[src/rtl/z80_wb_arbiter_if.sv]
// Bus bundle for the two-master Wishbone arbiter.
// Holds both master-side ports (m0 = Z80 core, m1 = DMA/debug), the shared
// slave bus and the one-hot grant indication. Signal names keep the pin
// names of the arbiter so waveforms read the same as the block diagram.
//   modport slave  : the arbiter's view (takes master requests, drives the shared bus)
//   modport master : the environment's view (masters plus the shared slave)
interface z80_wb_arbiter_if;
  logic        m0_cyc_i, m0_stb_i, m0_we_i;
  logic [15:0] m0_adr_i;
  logic [7:0]  m0_dat_i;
  logic [1:0]  m0_tga_i;
  logic [7:0]  m0_dat_o;
  logic        m0_ack_o, m0_err_o;

  logic        m1_cyc_i, m1_stb_i, m1_we_i;
  logic [15:0] m1_adr_i;
  logic [7:0]  m1_dat_i;
  logic [1:0]  m1_tga_i;
  logic [7:0]  m1_dat_o;
  logic        m1_ack_o, m1_err_o;

  logic        s_cyc_o, s_stb_o, s_we_o;
  logic [15:0] s_adr_o;
  logic [7:0]  s_dat_o;
  logic [1:0]  s_tga_o;
  logic [7:0]  s_dat_i;
  logic        s_ack_i;

  logic [1:0]  gnt_o;

  modport slave (
    input  m0_cyc_i, m0_stb_i, m0_we_i, m0_adr_i, m0_dat_i, m0_tga_i,
    output m0_dat_o, m0_ack_o, m0_err_o,
    input  m1_cyc_i, m1_stb_i, m1_we_i, m1_adr_i, m1_dat_i, m1_tga_i,
    output m1_dat_o, m1_ack_o, m1_err_o,
    output s_cyc_o, s_stb_o, s_we_o, s_adr_o, s_dat_o, s_tga_o,
    input  s_dat_i, s_ack_i,
    output gnt_o
  );

  modport master (
    output m0_cyc_i, m0_stb_i, m0_we_i, m0_adr_i, m0_dat_i, m0_tga_i,
    input  m0_dat_o, m0_ack_o, m0_err_o,
    output m1_cyc_i, m1_stb_i, m1_we_i, m1_adr_i, m1_dat_i, m1_tga_i,
    input  m1_dat_o, m1_ack_o, m1_err_o,
    input  s_cyc_o, s_stb_o, s_we_o, s_adr_o, s_dat_o, s_tga_o,
    output s_dat_i, s_ack_i,
    input  gnt_o
  );
endinterface

[src/rtl/z80_wb_arbiter.sv]
// Two-master Wishbone arbiter with round-robin grant, bus locking and an
// ack watchdog.
//   wb_clk_i   : sole clock, rising edge
//   wb_rst_n_i : asynchronous reset, active low
//   bus        : z80_wb_arbiter_if.slave -- m0 (Z80 core) and m1 (DMA/debug)
//                request ports, shared slave bus, one-hot grant gnt_o
// A grant is held for as long as the owner keeps cyc high; every handover
// passes through one IDLE cycle with the shared bus quiet. If a granted
// strobe waits TIMEOUT cycles without ack, the owner gets a one-cycle err,
// the bus is released and that master is ignored until it drops cyc.
module z80_wb_arbiter #(
  parameter logic [7:0] TIMEOUT = 8'd64  // 0 disables the watchdog
) (
  input  logic                  wb_clk_i,
  input  logic                  wb_rst_n_i,
  z80_wb_arbiter_if.slave       bus
);

  typedef enum logic [1:0] {
    IDLE = 2'd0,
    GNT0 = 2'd1,
    GNT1 = 2'd2
  } state_e;

  state_e      state_q, state_d;
  logic        last_gnt_q, last_gnt_d;  // 1 = m1 was granted most recently
  logic [7:0]  wd_q, wd_d;              // unacked strobe cycles of the owner
  logic [1:0]  blk_q, blk_d;            // per-master lockout after a timeout

  logic [1:0]  cyc, stb, req;
  logic        granted, sel, expire;

  assign cyc     = {bus.m1_cyc_i, bus.m0_cyc_i};
  assign stb     = {bus.m1_stb_i, bus.m0_stb_i};
  // stb alone never requests; a timed-out master must drop cyc first.
  assign req     = cyc & ~blk_q;
  assign granted = (state_q != IDLE);
  assign sel     = (state_q == GNT1);

  // Expiry fires in the TIMEOUT-th unacked strobe cycle; a same-cycle ack wins.
  assign expire  = granted && (TIMEOUT != 8'd0) && stb[sel] && !bus.s_ack_i &&
                   (wd_q == TIMEOUT - 8'd1);

  always_comb begin
    // NOTE: every variable gets a default before the case so no path leaves
    // it unassigned; otherwise synthesis would infer a latch.
    state_d    = state_q;
    last_gnt_d = last_gnt_q;
    case (state_q)
      IDLE: begin
        if (req == 2'b11) begin
          state_d    = last_gnt_q ? GNT0 : GNT1;
          last_gnt_d = ~last_gnt_q;
        end else if (req[0]) begin
          state_d    = GNT0;
          last_gnt_d = 1'b0;
        end else if (req[1]) begin
          state_d    = GNT1;
          last_gnt_d = 1'b1;
        end
      end
      GNT0:    if (expire || !cyc[0]) state_d = IDLE;
      GNT1:    if (expire || !cyc[1]) state_d = IDLE;
      default: state_d = IDLE;
    endcase

    if (!granted || bus.s_ack_i || expire) begin
      wd_d = 8'd0;
    end else if (stb[sel] && (wd_q != 8'hFF)) begin
      wd_d = wd_q + 8'd1;
    end else begin
      wd_d = wd_q;
    end

    // Lockout sets on the owner's expiry and clears whenever that master's cyc is low.
    blk_d = cyc & (blk_q | ({sel, ~sel} & {2{expire}}));
  end

  always_ff @(posedge wb_clk_i or negedge wb_rst_n_i) begin
    // NOTE: non-blocking assignments so all registers update together on the
    // edge, independent of statement order.
    if (!wb_rst_n_i) begin
      state_q    <= IDLE;
      last_gnt_q <= 1'b1;  // m0 wins the first contention
      wd_q       <= 8'd0;
      blk_q      <= 2'b00;
    end else begin
      state_q    <= state_d;
      last_gnt_q <= last_gnt_d;
      wd_q       <= wd_d;
      blk_q      <= blk_d;
    end
  end

  // Shared bus: combinational copy of the owner, quiet in IDLE and during expiry.
  assign bus.s_cyc_o = granted & (sel ? bus.m1_cyc_i : bus.m0_cyc_i) & ~expire;
  assign bus.s_stb_o = granted & (sel ? bus.m1_stb_i : bus.m0_stb_i) & ~expire;
  assign bus.s_we_o  = granted & (sel ? bus.m1_we_i  : bus.m0_we_i);
  assign bus.s_adr_o = !granted ? 16'h0000 : (sel ? bus.m1_adr_i : bus.m0_adr_i);
  assign bus.s_dat_o = !granted ? 8'h00    : (sel ? bus.m1_dat_i : bus.m0_dat_i);
  assign bus.s_tga_o = !granted ? 2'b00    : (sel ? bus.m1_tga_i : bus.m0_tga_i);

  // Only the owner sees ack, err and read data.
  assign bus.m0_ack_o = (state_q == GNT0) & bus.s_ack_i & bus.m0_stb_i;
  assign bus.m1_ack_o = (state_q == GNT1) & bus.s_ack_i & bus.m1_stb_i;
  assign bus.m0_err_o = (state_q == GNT0) & expire;
  assign bus.m1_err_o = (state_q == GNT1) & expire;
  assign bus.m0_dat_o = (state_q == GNT0) ? bus.s_dat_i : 8'h00;
  assign bus.m1_dat_o = (state_q == GNT1) ? bus.s_dat_i : 8'h00;

  assign bus.gnt_o = {state_q == GNT1, state_q == GNT0};

endmodule
[src/flat_wrapper.sv]
// flat-port wrapper written by rule: the top's interface ports become plain ports
module z80_wb_arbiter_flat 
#(
  parameter logic [7:0] TIMEOUT = 8'd64                            
)
  (wb_clk_i, wb_rst_n_i, bus_m0_cyc_i, bus_m0_stb_i, bus_m0_we_i, bus_m0_adr_i, bus_m0_dat_i, bus_m0_tga_i, bus_m0_dat_o, bus_m0_ack_o, bus_m0_err_o, bus_m1_cyc_i, bus_m1_stb_i, bus_m1_we_i, bus_m1_adr_i, bus_m1_dat_i, bus_m1_tga_i, bus_m1_dat_o, bus_m1_ack_o, bus_m1_err_o, bus_s_cyc_o, bus_s_stb_o, bus_s_we_o, bus_s_adr_o, bus_s_dat_o, bus_s_tga_o, bus_s_dat_i, bus_s_ack_i, bus_gnt_o);
  z80_wb_arbiter_if bus_i ();
  input  logic wb_clk_i;
  input  logic wb_rst_n_i;
  input wire logic [$bits(bus_i.m0_cyc_i)-1:0] bus_m0_cyc_i;
  input wire logic [$bits(bus_i.m0_stb_i)-1:0] bus_m0_stb_i;
  input wire logic [$bits(bus_i.m0_we_i)-1:0] bus_m0_we_i;
  input wire logic [$bits(bus_i.m0_adr_i)-1:0] bus_m0_adr_i;
  input wire logic [$bits(bus_i.m0_dat_i)-1:0] bus_m0_dat_i;
  input wire logic [$bits(bus_i.m0_tga_i)-1:0] bus_m0_tga_i;
  output wire logic [$bits(bus_i.m0_dat_o)-1:0] bus_m0_dat_o;
  output wire logic [$bits(bus_i.m0_ack_o)-1:0] bus_m0_ack_o;
  output wire logic [$bits(bus_i.m0_err_o)-1:0] bus_m0_err_o;
  input wire logic [$bits(bus_i.m1_cyc_i)-1:0] bus_m1_cyc_i;
  input wire logic [$bits(bus_i.m1_stb_i)-1:0] bus_m1_stb_i;
  input wire logic [$bits(bus_i.m1_we_i)-1:0] bus_m1_we_i;
  input wire logic [$bits(bus_i.m1_adr_i)-1:0] bus_m1_adr_i;
  input wire logic [$bits(bus_i.m1_dat_i)-1:0] bus_m1_dat_i;
  input wire logic [$bits(bus_i.m1_tga_i)-1:0] bus_m1_tga_i;
  output wire logic [$bits(bus_i.m1_dat_o)-1:0] bus_m1_dat_o;
  output wire logic [$bits(bus_i.m1_ack_o)-1:0] bus_m1_ack_o;
  output wire logic [$bits(bus_i.m1_err_o)-1:0] bus_m1_err_o;
  output wire logic [$bits(bus_i.s_cyc_o)-1:0] bus_s_cyc_o;
  output wire logic [$bits(bus_i.s_stb_o)-1:0] bus_s_stb_o;
  output wire logic [$bits(bus_i.s_we_o)-1:0] bus_s_we_o;
  output wire logic [$bits(bus_i.s_adr_o)-1:0] bus_s_adr_o;
  output wire logic [$bits(bus_i.s_dat_o)-1:0] bus_s_dat_o;
  output wire logic [$bits(bus_i.s_tga_o)-1:0] bus_s_tga_o;
  input wire logic [$bits(bus_i.s_dat_i)-1:0] bus_s_dat_i;
  input wire logic [$bits(bus_i.s_ack_i)-1:0] bus_s_ack_i;
  output wire logic [$bits(bus_i.gnt_o)-1:0] bus_gnt_o;
  assign bus_i.m0_cyc_i = bus_m0_cyc_i;
  assign bus_i.m0_stb_i = bus_m0_stb_i;
  assign bus_i.m0_we_i = bus_m0_we_i;
  assign bus_i.m0_adr_i = bus_m0_adr_i;
  assign bus_i.m0_dat_i = bus_m0_dat_i;
  assign bus_i.m0_tga_i = bus_m0_tga_i;
  assign bus_m0_dat_o = bus_i.m0_dat_o;
  assign bus_m0_ack_o = bus_i.m0_ack_o;
  assign bus_m0_err_o = bus_i.m0_err_o;
  assign bus_i.m1_cyc_i = bus_m1_cyc_i;
  assign bus_i.m1_stb_i = bus_m1_stb_i;
  assign bus_i.m1_we_i = bus_m1_we_i;
  assign bus_i.m1_adr_i = bus_m1_adr_i;
  assign bus_i.m1_dat_i = bus_m1_dat_i;
  assign bus_i.m1_tga_i = bus_m1_tga_i;
  assign bus_m1_dat_o = bus_i.m1_dat_o;
  assign bus_m1_ack_o = bus_i.m1_ack_o;
  assign bus_m1_err_o = bus_i.m1_err_o;
  assign bus_s_cyc_o = bus_i.s_cyc_o;
  assign bus_s_stb_o = bus_i.s_stb_o;
  assign bus_s_we_o = bus_i.s_we_o;
  assign bus_s_adr_o = bus_i.s_adr_o;
  assign bus_s_dat_o = bus_i.s_dat_o;
  assign bus_s_tga_o = bus_i.s_tga_o;
  assign bus_i.s_dat_i = bus_s_dat_i;
  assign bus_i.s_ack_i = bus_s_ack_i;
  assign bus_gnt_o = bus_i.gnt_o;
  z80_wb_arbiter #(.TIMEOUT(TIMEOUT)) u_core (.wb_clk_i(wb_clk_i), .wb_rst_n_i(wb_rst_n_i), .bus(bus_i));
endmodule
[config.mk]
export PLATFORM = sky130hd
export DESIGN_NAME = z80_wb_arbiter_flat
export DESIGN_NICKNAME = d
export VERILOG_FILES = /design/src/rtl/z80_wb_arbiter_if.sv /design/src/rtl/z80_wb_arbiter.sv /design/src/flat_wrapper.sv
export SDC_FILE = /design/constraint.sdc
export NUM_CORES = 1
export LEC_CHECK = 0
export BUFFER_PORTS_ARGS = -buffer_cell sky130_fd_sc_hd__buf_2
export CAP_MARGIN = 25
export CORE_UTILIZATION = 35
export DETAILED_ROUTE_END_ITERATION = 16
export PLACE_DENSITY = 0.84
export RECOVER_POWER = 25
export SYNTH_ARGS = -nofsm -noshare
export SYNTH_HDL_FRONTEND = slang
export SYNTH_SLANG_ARGS = --single-unit
[constraint.sdc]
create_clock -name wb_clk_i -period 2.5 [get_ports wb_clk_i]
set_clock_uncertainty 0.15 [all_clocks]
set_input_delay 0 -clock wb_clk_i [delete_from_list [all_inputs] [get_ports wb_clk_i]]
set_output_delay 0 -clock wb_clk_i [all_outputs]
set_load 0.01 [all_outputs]
# Word-level counts from Yosys, hierarchy flattened
# Cells that the tools add are included.
# W data, S select, Z words.
totals:
  word_cells: 75
  register_bits: 13
classes:
  eq_ne: 8
  add_sub_neg: 1
  reduce_logical: 18
  order_cmp: 1
  bitwise_logic: 19
  mux: 24
op_table:
  columns: ["cell", "count"]
  rows:
  - ["$mux W8", 6]
  - ["$mux W16", 2]
  - ["$mux W2", 8]
  - ["$and A1 B1 Y1", 11]
  - ["$add A8 B1 Y8 const B", 1]
  - ["$eq A8 B6 Y1 const B", 1]
  - ["$ne A8 B8 Y1 const B", 1]
  - ["$mux W1", 7]
  - ["$and A2 B2 Y2", 3]
  - ["$pmux W2 S3", 1]
  - ["$eq A2 B2 Y1 const B", 2]
  - ["$logic_and A1 B1 Y1", 4]
  - ["$logic_not A1 Y1", 4]
  - ["$logic_or A1 B1 Y1", 4]
  - ["$ne A4 B1 Y1 const B", 1]
  - ["$reduce_bool A2 Y1", 2]
  - ["$not A1 Y1", 3]
  - ["$reduce_and A3 Y1", 1]
  - ["$reduce_bool A3 Y1", 1]
  - ["$eq A2 B1 Y1 const B", 1]
  - ["$logic_not A2 Y1", 1]
  - ["$lt A1 B2 Y1 const B", 1]
  - ["$ne A2 B1 Y1 const B", 1]
  - ["$ne A2 B2 Y1 const B", 1]
  - ["3 further kinds", 3]

# Logic depth before layout (Yosys ltp)
# Gate-level depths: netlist of the first run.
depth:
  word_depth: 9
  depth_mapped: 6
  ltp_nobuf: 5

# Worst setup path after synthesis of the first run
# Ideal clock, no wire load.
synth_path:
  path_type: "register to register"
  startpoint: "register u_core.wd_q[0]"
  endpoint: "register u_core.wd_q[5]"
  n_path_buf: 1
  setup_ns: 0.078
  path_stages_with_launch: 7
  required_time_ns: 2.272
  setup_slack_ns: 0.635
  arrival_ns: 1.636
  cell_sequence: "dfrtp_1 ha_1 and3_1 and2_4 buf_6 or4_1 a21oi_1"
synth_via:
  elab_chain_cells: 4
synth_rtl:
  columns: ["element", "line_no", "rtl"]
  rows:
  - ["from (decl)", "z80_wb_arbiter.sv:27", "logic [7:0] wd_q, wd_d;"]
  - ["from (signal assigned)", "z80_wb_arbiter.sv:90", "wd_q <= wd_d;"]
  - ["parallel branches: the longest is 4 deep, another holds $add A8 B1 Y8", null, null]
# Parallel ways; which one is timed is not known. The select of a mux whose other input is x is not followed.
# A chain may end at the register's enable or synchronous reset.

# Worst setup path after layout of the first run
layout_path:
  startpoint: "register u_core.state_q[0]"
  endpoint: "output bus_m0_ack_o"
layout_via:
  elab_chain_cells: 3
layout_rtl:
  columns: ["element", "line_no", "rtl"]
  rows:
  - ["from (decl)", "z80_wb_arbiter.sv:25", "state_e state_q, state_d;"]
  - ["from (signal assigned)", "z80_wb_arbiter.sv:88", "state_q <= state_d;"]
  - ["$eq A2 B1 Y1", "z80_wb_arbiter.sv:104", "assign bus.m0_ack_o = (state_q == GNT0) & bus.s_ack_i & bus.m0_stb_i;"]
  - ["$and A1 B1 Y1 (2 in series)", "z80_wb_arbiter.sv:104", null]
  - ["to (decl)", "flat_wrapper.sv:17", "output wire logic [$bits(bus_i.m0_ack_o)-1:0] bus_m0_ack_o;"]
# No other way between the ends.

==> results of run 1 <==
==> critical path, stage by stage (launching register included) <==
cell	delay, ps
sky130_fd_sc_hd__dfrtp_1	370
sky130_fd_sc_hd__buf_4	420
sky130_fd_sc_hd__nor2b_1	490
sky130_fd_sc_hd__and3_1	220
sky130_fd_sc_hd__buf_2	130
==> cell usage after synthesis, drive strengths merged, types with 2 or more instances <==
library cell   n  area, um2
o31ai          4      30.03
a31oi          2      12.51
nor2           9      33.78
clkbuf         9      33.78
nor3           2      10.01
nor4b          3      26.28
nor3b          2      15.01
or3            4      26.28
o21a           2      15.01
o21ai         26      130.1
a22o           4      35.03
a21oi         11      58.81
dfrtp         12      300.3
buf            5      33.78
or4            2      16.27
and2          20      127.6
inv            3      11.26
nor2b          2      12.51
nand2         54      205.2
and3           3      18.77
==> logic make-up (layout without fill, tap and decap cells) <==
logic type      Yosys count  after routing  synth area share (%)
compound gates           53             53                 24.16
flops                    13             13                 25.12
simple gates            111            111                 43.70
buf+inv                  17            131                 6.063
fa+ha+maj                 1              1                0.9623
==> cell type report <==
class	count	area, um2
Fill cell	356	1474
Timing Repair Buffer	124	634.4
Sequential cell	13	326.6
Multi-Input combinational cell	165	893.4
Tap cell	46	57.56
Inverter	3	11.26
Clock buffer	4	45.04
==> metal layers <==
metal	part of all wire, %	global-route usage (%)	wire length, um	up-vias
met2	49	38.44	2124	71
met5	0	0	0	-
met1	42	25.53	1801	752
met4	2.3	8.721	100	0
met3	6.7	3.467	290	11
li1	-	-	-	899
==> state kept, by name, indices dropped and copies added (netlist names) <==
name,cells
u_core.last_gnt_q,1
u_core.state_q,2
u_core.blk_q,2
u_core.wd_q,8
==> repair_timing <==
action                                 CTS  global route
hold buffers                             3             0
setup buffers                            0             0
endpoints found under the hold margin   18             0
==> stage by stage <==
stage | utilization, % | power (uW)
2_1_floorplan | - | 693.4
3_5_place_dp | 55.22 | 959.1
3_3_place_gp | 55.22 | 949.2
4_1_cts | 57.40 | 1154
6_report | 57.18 | 1144
5_1_grt | 57.18 | 1239
==> placed cells by master (no fill, tap or decap), types with 2 or more instances in the layout <==
cell type and n:
sky130_fd_sc_hd__nor4b_1 3, sky130_fd_sc_hd__nor3b_1 2, sky130_fd_sc_hd__nor2b_1 2, sky130_fd_sc_hd__clkbuf_8 3
sky130_fd_sc_hd__o21ai_0 26, sky130_fd_sc_hd__a31oi_1 2, sky130_fd_sc_hd__o31ai_1 4, sky130_fd_sc_hd__inv_1 3
sky130_fd_sc_hd__o21a_1 2, sky130_fd_sc_hd__a21oi_1 10, sky130_fd_sc_hd__and3_1 3, sky130_fd_sc_hd__clkbuf_1 6
sky130_fd_sc_hd__nor3_1 2, sky130_fd_sc_hd__a22o_1 4, sky130_fd_sc_hd__and2_1 19, sky130_fd_sc_hd__nand2_1 53
sky130_fd_sc_hd__dlygate4sd3_1 3, sky130_fd_sc_hd__dfrtp_1 12, sky130_fd_sc_hd__buf_2 114, sky130_fd_sc_hd__nor2_1 9
sky130_fd_sc_hd__or3_1 3, sky130_fd_sc_hd__buf_4 2
==> worst paths after layout <==
| kind | endpoint | slack (ps) | cells past startpoint |
|---|---|---|---|
| worst max-delay path | bus_m0_ack_o | 470 | 4 |
| worst min-delay path | u_core.wd_q[3]$_DFFE_PN0P_ | 50 | 4 |
| worst max register to register | u_core.wd_q[7]$_DFFE_PN0P_ | 620 | 5 |
| worst min register to register | u_core.blk_q[0]$_DFF_PN0_ | 380 | 1 |
| max in group asynchronous | u_core.wd_q[1]$_DFFE_PN0P_ | 1580 | 2 |
| min in group asynchronous | u_core.blk_q[0]$_DFF_PN0_ | 160 | 2 |
==> where the power goes <==
part | switching (uW) | total, uW | internal (uW)
combinational | 417 | 700 | 283
sequential | 15.9 | 253 | 237
clock | 78.3 | 191 | 113
total | 511 | 1140 | 633
==> metrics list, run 1 <==
* Worst-Margin Slew: 714.9 ps
* # clock sinks: 13
- Routed len/inst: 12.16 um
* Number of nets still failing antenna checks after routing: 0
* Number of remaining DRC errors: 0
- H-tree level count: 1
- Slew Limit Fails: 0
- Counting flops with a built-in enable in the synthesized netlist gives 0.
- Slew headroom: between 50% and 60%
- Arrival time of data at the critical path endpoint: approximately 1900 ps
* Placement Rows: 21
- The number of antenna violations at the first check in global routing came to 0.
* Detailed-routing iteration count for the pre-antenna-repair pass: 4
* Clk Latency, worst-skew pair: 250 ps
- The routed design has 4317 um of wire.
* Routability cong.: 0.8679
- Clk buf depth: 2
* Synth cell types: 43
- Timing analysis after detailed placement gives a worst setup slack of ~650 ps.
* Synth Instances: between 150 and 200
- The critical path in this run is classified as flip-flop to primary output.
* Clock transition at the registers of the reported paths: roughly 60 ps
* CTS tree: done
* CP max FO: between 50 and 60
- Tmin final: 2031 ps
* Combined area of all synthesized cells: ~0.0013 mm2
* Overall track demand over capacity in global routing: a little over a fifth
* Layout cells sized above 1: between 40% and 50%
* Hold path startpoint: bus_s_ack_i
- The flow ran to the end, and the final reports show no timing, DRC or antenna violations.
* Static leakage: 0.001033 uW
* Post-route setup slack: 468.8 ps
- In this run, CTS created clock tree buffers numbering 3.
- Compared with the post-synthesis result, the final layout area differs by 51.40%.
- Sequential fraction of the synthesis area: 25.12%
- Setup total negative slack: 0 ps
* Via count of the first global-routing pass: 1545
- The path class of the tightest hold or removal check is input port to flip-flop.
* Prevailing post-synth register cell: sky130_fd_sc_hd__dfrtp_1
- Die ar.: slightly below 0.004 mm2
* Starting DRC count in detailed routing: just over 60
- VDD sags by at most roughly 0.00025 V.
- Detailed placement finished with a half-perimeter wire length of between 3000 and 4000 um.
* N_diodes: 0
- The final hold violation count was 0.
- The initial utilization of the core area, before any placement, comes to around 38%.
* Warnings from Yosys: 0
- Of all flip-flops after synthesis, the portion carrying an async set or reset was 100.0%.
- Mapped Nets: ~270
* Global route overflow: 0
- Setup violations remaining at the end of the flow were counted as 0.
* Count of instances resized after the clock tree is built: 0
- Number of top-level pins: 120
- Crit share post-route: around four fifths
- Critical path data required time: approximately 2400 ps
* Core outline area: roughly 0.0034 mm2
* Total number of vias: approximately 1700
- Placed inst area: about 0.0019 mm2
- Excluding fillers, the count of instances in the completed layout stands at 355.
- Input and output buffers added on the ports amount to around 120.
* Endpoint class of the critical path: primary output
* Category of the worst setup path launch point: flip-flop
- Maximum number of pins on one net before global-route repair: 57
* Horiz. Die Dim: about 63 um
- The startpoint identified for the worst register-to-register timing path is u_core.wd_q[0]$_DFFE_PN0P_.
- Dpl cells: approximately 350
- Layout Cell Area excl Fill: a little under 0.002 mm2
* Setup repair after global routing missed its margin: false
* Vias per std cell: slightly below 5
- Vert. Die Dim: between 60 and 70 um
* Timing startpoint of the critical path: u_core.state_q[0]$_DFFE_PN0P_
* Flops & latches, synth: 13
- A synthesized cell averages between 6 and 7 um2.
- At the end of the flow, the number of nets in the layout was 380.
- Root Driver: sky130_fd_sc_hd__clkbuf_8
* Cell Pwr Density: between 500 and 600 mW/mm2
- Max Cap Viol: 0
- Final hold analysis gives a worst-case slack of 51.86 ps.
- The first global-routing pass estimated 6969 um of wire.
* Highest Clock Rate: between 400 and 500 MHz
Power figures use the tool's default switching activity.
==> inputs of run 2 (changes only) <==
- CORE_UTILIZATION: 35 -> 34
- PLACE_DENSITY: 0.84 -> 0.85
- clock period: 2.5 -> 1.8 ns (I/O delays scaled with it)
==> metrics list, run 2 (same netlist as run 1, synthesis figures left out) <==
* Status: complete, but fails checks
* Failing checks: negative setup slack
- Counting flops per register, the top entry is u_core.wd_q.
- In the final routed layout, each cell accounts on average for around 12 um.
* Most common cell after layout, fill and taps aside: sky130_fd_sc_hd__buf_2
* Number of remaining DRC errors: 0
* Overall track demand over capacity in global routing: around a fifth
- Dpl cells: around 360
- IO Port Bufs: approximately 120
* Highest Clock Rate: approximately 530 MHz
* Number of nets still failing antenna checks after routing: 0
- Data on the critical path is required at its endpoint by approximately 1800 ps.
* Post-route setup slack: -81.50 ps
- Measured against its own limit, the worst slew margin works out to a little over half.
* Wire length after detailed routing: between 4000 and 5000 um
- Total number of vias: between 1500 and 2000
* Tmin final: roughly 1900 ps
- Once layout is complete, the cells apart from fillers number approximately 370.
* Category of the worst setup path launch point: flip-flop
- Worst-case register-to-register setup slack: -80 ps
- Layout cells sized above 1: between 40% and 50%
- In this run the clock root is driven by a sky130_fd_sc_hd__clkbuf_8.
- Via count of the first global-routing pass: about 1600
- # clock sinks: 13
- The largest registers in the layout are u_core.wd_q (8), u_core.blk_q (2), u_core.state_q (2).
- Measured on the finished design, the core utilization comes to roughly three fifths.
- Comb power frac: about 66%
- Hold path startpoint: bus_s_ack_i
- Summing all multi-input logic gate instances after layout gives ~950 um2.
* Switching power summed over all nets: approximately 770 uW
- Setup violations remaining at the end of the flow were counted as 2.
* R2R Path End: u_core.wd_q[7]$_DFFE_PN0P_
- The core region is 0.003661 mm2.
- Critical path class: flip-flop to flip-flop
- Clock transition at the registers of the reported paths: 50 ps
* Crit share post-route: 104.5%
* Largest register FFs: 8
* Clk Latency, worst-skew pair: 250 ps
- Summed over all failing endpoints, the final setup total negative slack is -105.5 ps.
- Entering global routing, the biggest net connects 57 pins.
- The path with the worst hold slack has its endpoint at u_core.wd_q[4]$_DFFE_PN0P_.
- Cell Pwr Density: 819.9 mW/mm2
* Arrival time of data at the critical path endpoint: about 1900 ps
- HP Class: input port to flip-flop
- Placement Rows: 22
* Hold Path Depth: 4
* Number of top-level pins: 120
- TritonCTS built the clock tree.
- Initial antenna violation count: 0
- From left edge to right edge, the die measures ~64 um.
* Vert. Die Dim: ~64 um
- Routability cong.: 0.9162
* Clk buf depth: 2
- Pre-CTS setup slack: approximately 19 ps
- The worst-case IR drop observed on VDD is 0.0005344 V.
* Starting DRC count in detailed routing: 63
* Clock buffers created by TritonCTS: 3
* Max Cap Viol: 0
- Area growth, synth to finish: 68.82%
- Area of all sequential standard cells: between 300 and 400 um2
- First-pass GRT wire length: roughly 6800 um
- At the pin with the least slew margin, the transition time is ~700 ps.
- Global route overflow: 0
* Count of cells along the worst register-to-register path: 5
- Detailed placement finished with a half-perimeter wire length of 3245 um.
- For this design the static power due to leakage is ~0.0011 uW.
- For this run, the detailed router's first-pass iteration total came to 4.
- FF-to-FF Start: u_core.state_q[0]$_DFFE_PN0P_
* Initial cell density of the core: between 30% and 40%
* Endpoint class of the critical path: flip-flop
- The filler cells instantiated in the layout total approximately 320.
* Relative contribution of the clock network to total power: 14.5%
- H-tree level count: 1
- Of all nets on the critical path, the largest fanout is 6.
- Sw Share: 42.63%
* Cell-internal power: between 1000 and 1500 uW
* Setup repair after global routing missed its margin: true
* Share of total power in sequential cells: between 10% and 20%
* Commonest cells after routing, fill and taps aside: sky130_fd_sc_hd__buf_2, sky130_fd_sc_hd__nand2_1, sky130_fd_sc_hd__o21ai_0, sky130_fd_sc_hd__and2_1, sky130_fd_sc_hd__dfrtp_1
* Die ar.: ~0.0041 mm2
- N_diodes: 0
- The max-slew violation count is 0.
- For this run, the post-layout net count is just under 400.
- After detailed routing, the number of vias per cell comes to 5.027.
- The final hold violation count came to 0.
==> run 2: cell count changes in the layout (fill, tap and decap cells not counted), sizes merged <==
cell and change:
buf +17, clkbuf -2, inv -1, clkinvlp +2
==> run 2: layout make-up <==
cell class / instances / share of cell area (%)
Clock buffer: 4 / 2.052
Inverter: 3 / 0.6842
Sequential cell: 13 / 14.88
Tap cell: 48 / 2.737
Timing Repair Buffer: 139 / 36.20
Multi-Input combinational cell: 165 / 43.22
Timing Repair inverter: 1 / 0.2281
==> run 2: worst max-delay path by stage <==
| stage | start | to | slack (ps) |
|---|---|---|---|
| after floorplan | u_core.wd_q[1]$_DFFE_PN0P_ | u_core.wd_q[5]$_DFFE_PN0P_ | 20 |
| after global placement | u_core.wd_q[1]$_DFFE_PN0P_ | u_core.wd_q[4]$_DFFE_PN0P_ | 30 |
| after detailed placement | u_core.wd_q[1]$_DFFE_PN0P_ | u_core.wd_q[4]$_DFFE_PN0P_ | 20 |
| after CTS | u_core.wd_q[0]$_DFFE_PN0P_ | bus_m0_err_o | 1 |
| after global routing | u_core.state_q[0]$_DFFE_PN0P_ | u_core.wd_q[7]$_DFFE_PN0P_ | -140 |
| final | u_core.state_q[0]$_DFFE_PN0P_ | u_core.wd_q[7]$_DFFE_PN0P_ | -80 |
==> run 2: power groups by stage <==
stage	clock network [uW]	logic, uW	registers (uW)
after CTS	269	1070	350
after floorplan	0	612	351
final	260	1180	356
after global routing	281	1300	358
after detailed placement	0	1020	354
after global placement	0	998	352
==> run 2: per-stage QoR <==
step / area [um2] / total power, uW / hold WS [ps]
6_report: 2195 / 1799 / 87.14
5_1_grt: 2195 / 1938 / 120.6
4_1_cts: 2083 / 1690 / 25.49
3_5_place_dp: 1948 / 1371 / -247.4
3_3_place_gp: 1948 / 1350 / -254.8
2_1_floorplan: 1308 / 963.5 / -445.6
==> run 2: critical path, cell delays in order (launching register included) <==
cell,delay [ps]
sky130_fd_sc_hd__dfrtp_1,430
sky130_fd_sc_hd__and3b_2,340
sky130_fd_sc_hd__a21oi_4,70
sky130_fd_sc_hd__buf_4,150
sky130_fd_sc_hd__o41ai_1,480
sky130_fd_sc_hd__a21oi_1,130
==> run 2: metal layers <==
metal	wire, um	vias to the layer above	track usage, %	share of wire (%)
met5	0	-	0	0
met4	87	0	8.807	1.9
met3	305	9	2.679	6.6
met2	2363	89	39.76	51
met1	1852	841	22.86	40
li1	-	936	-	-
==> run 2: repair_timing <==
item,in CTS,in global routing
cloned,0,2
gates resized for setup,7,15
pin swaps,0,4
setup buffers,5,4
hold buffers,3,0
setup endpoints to repair,18,26
endpoints found under the hold margin,18,0
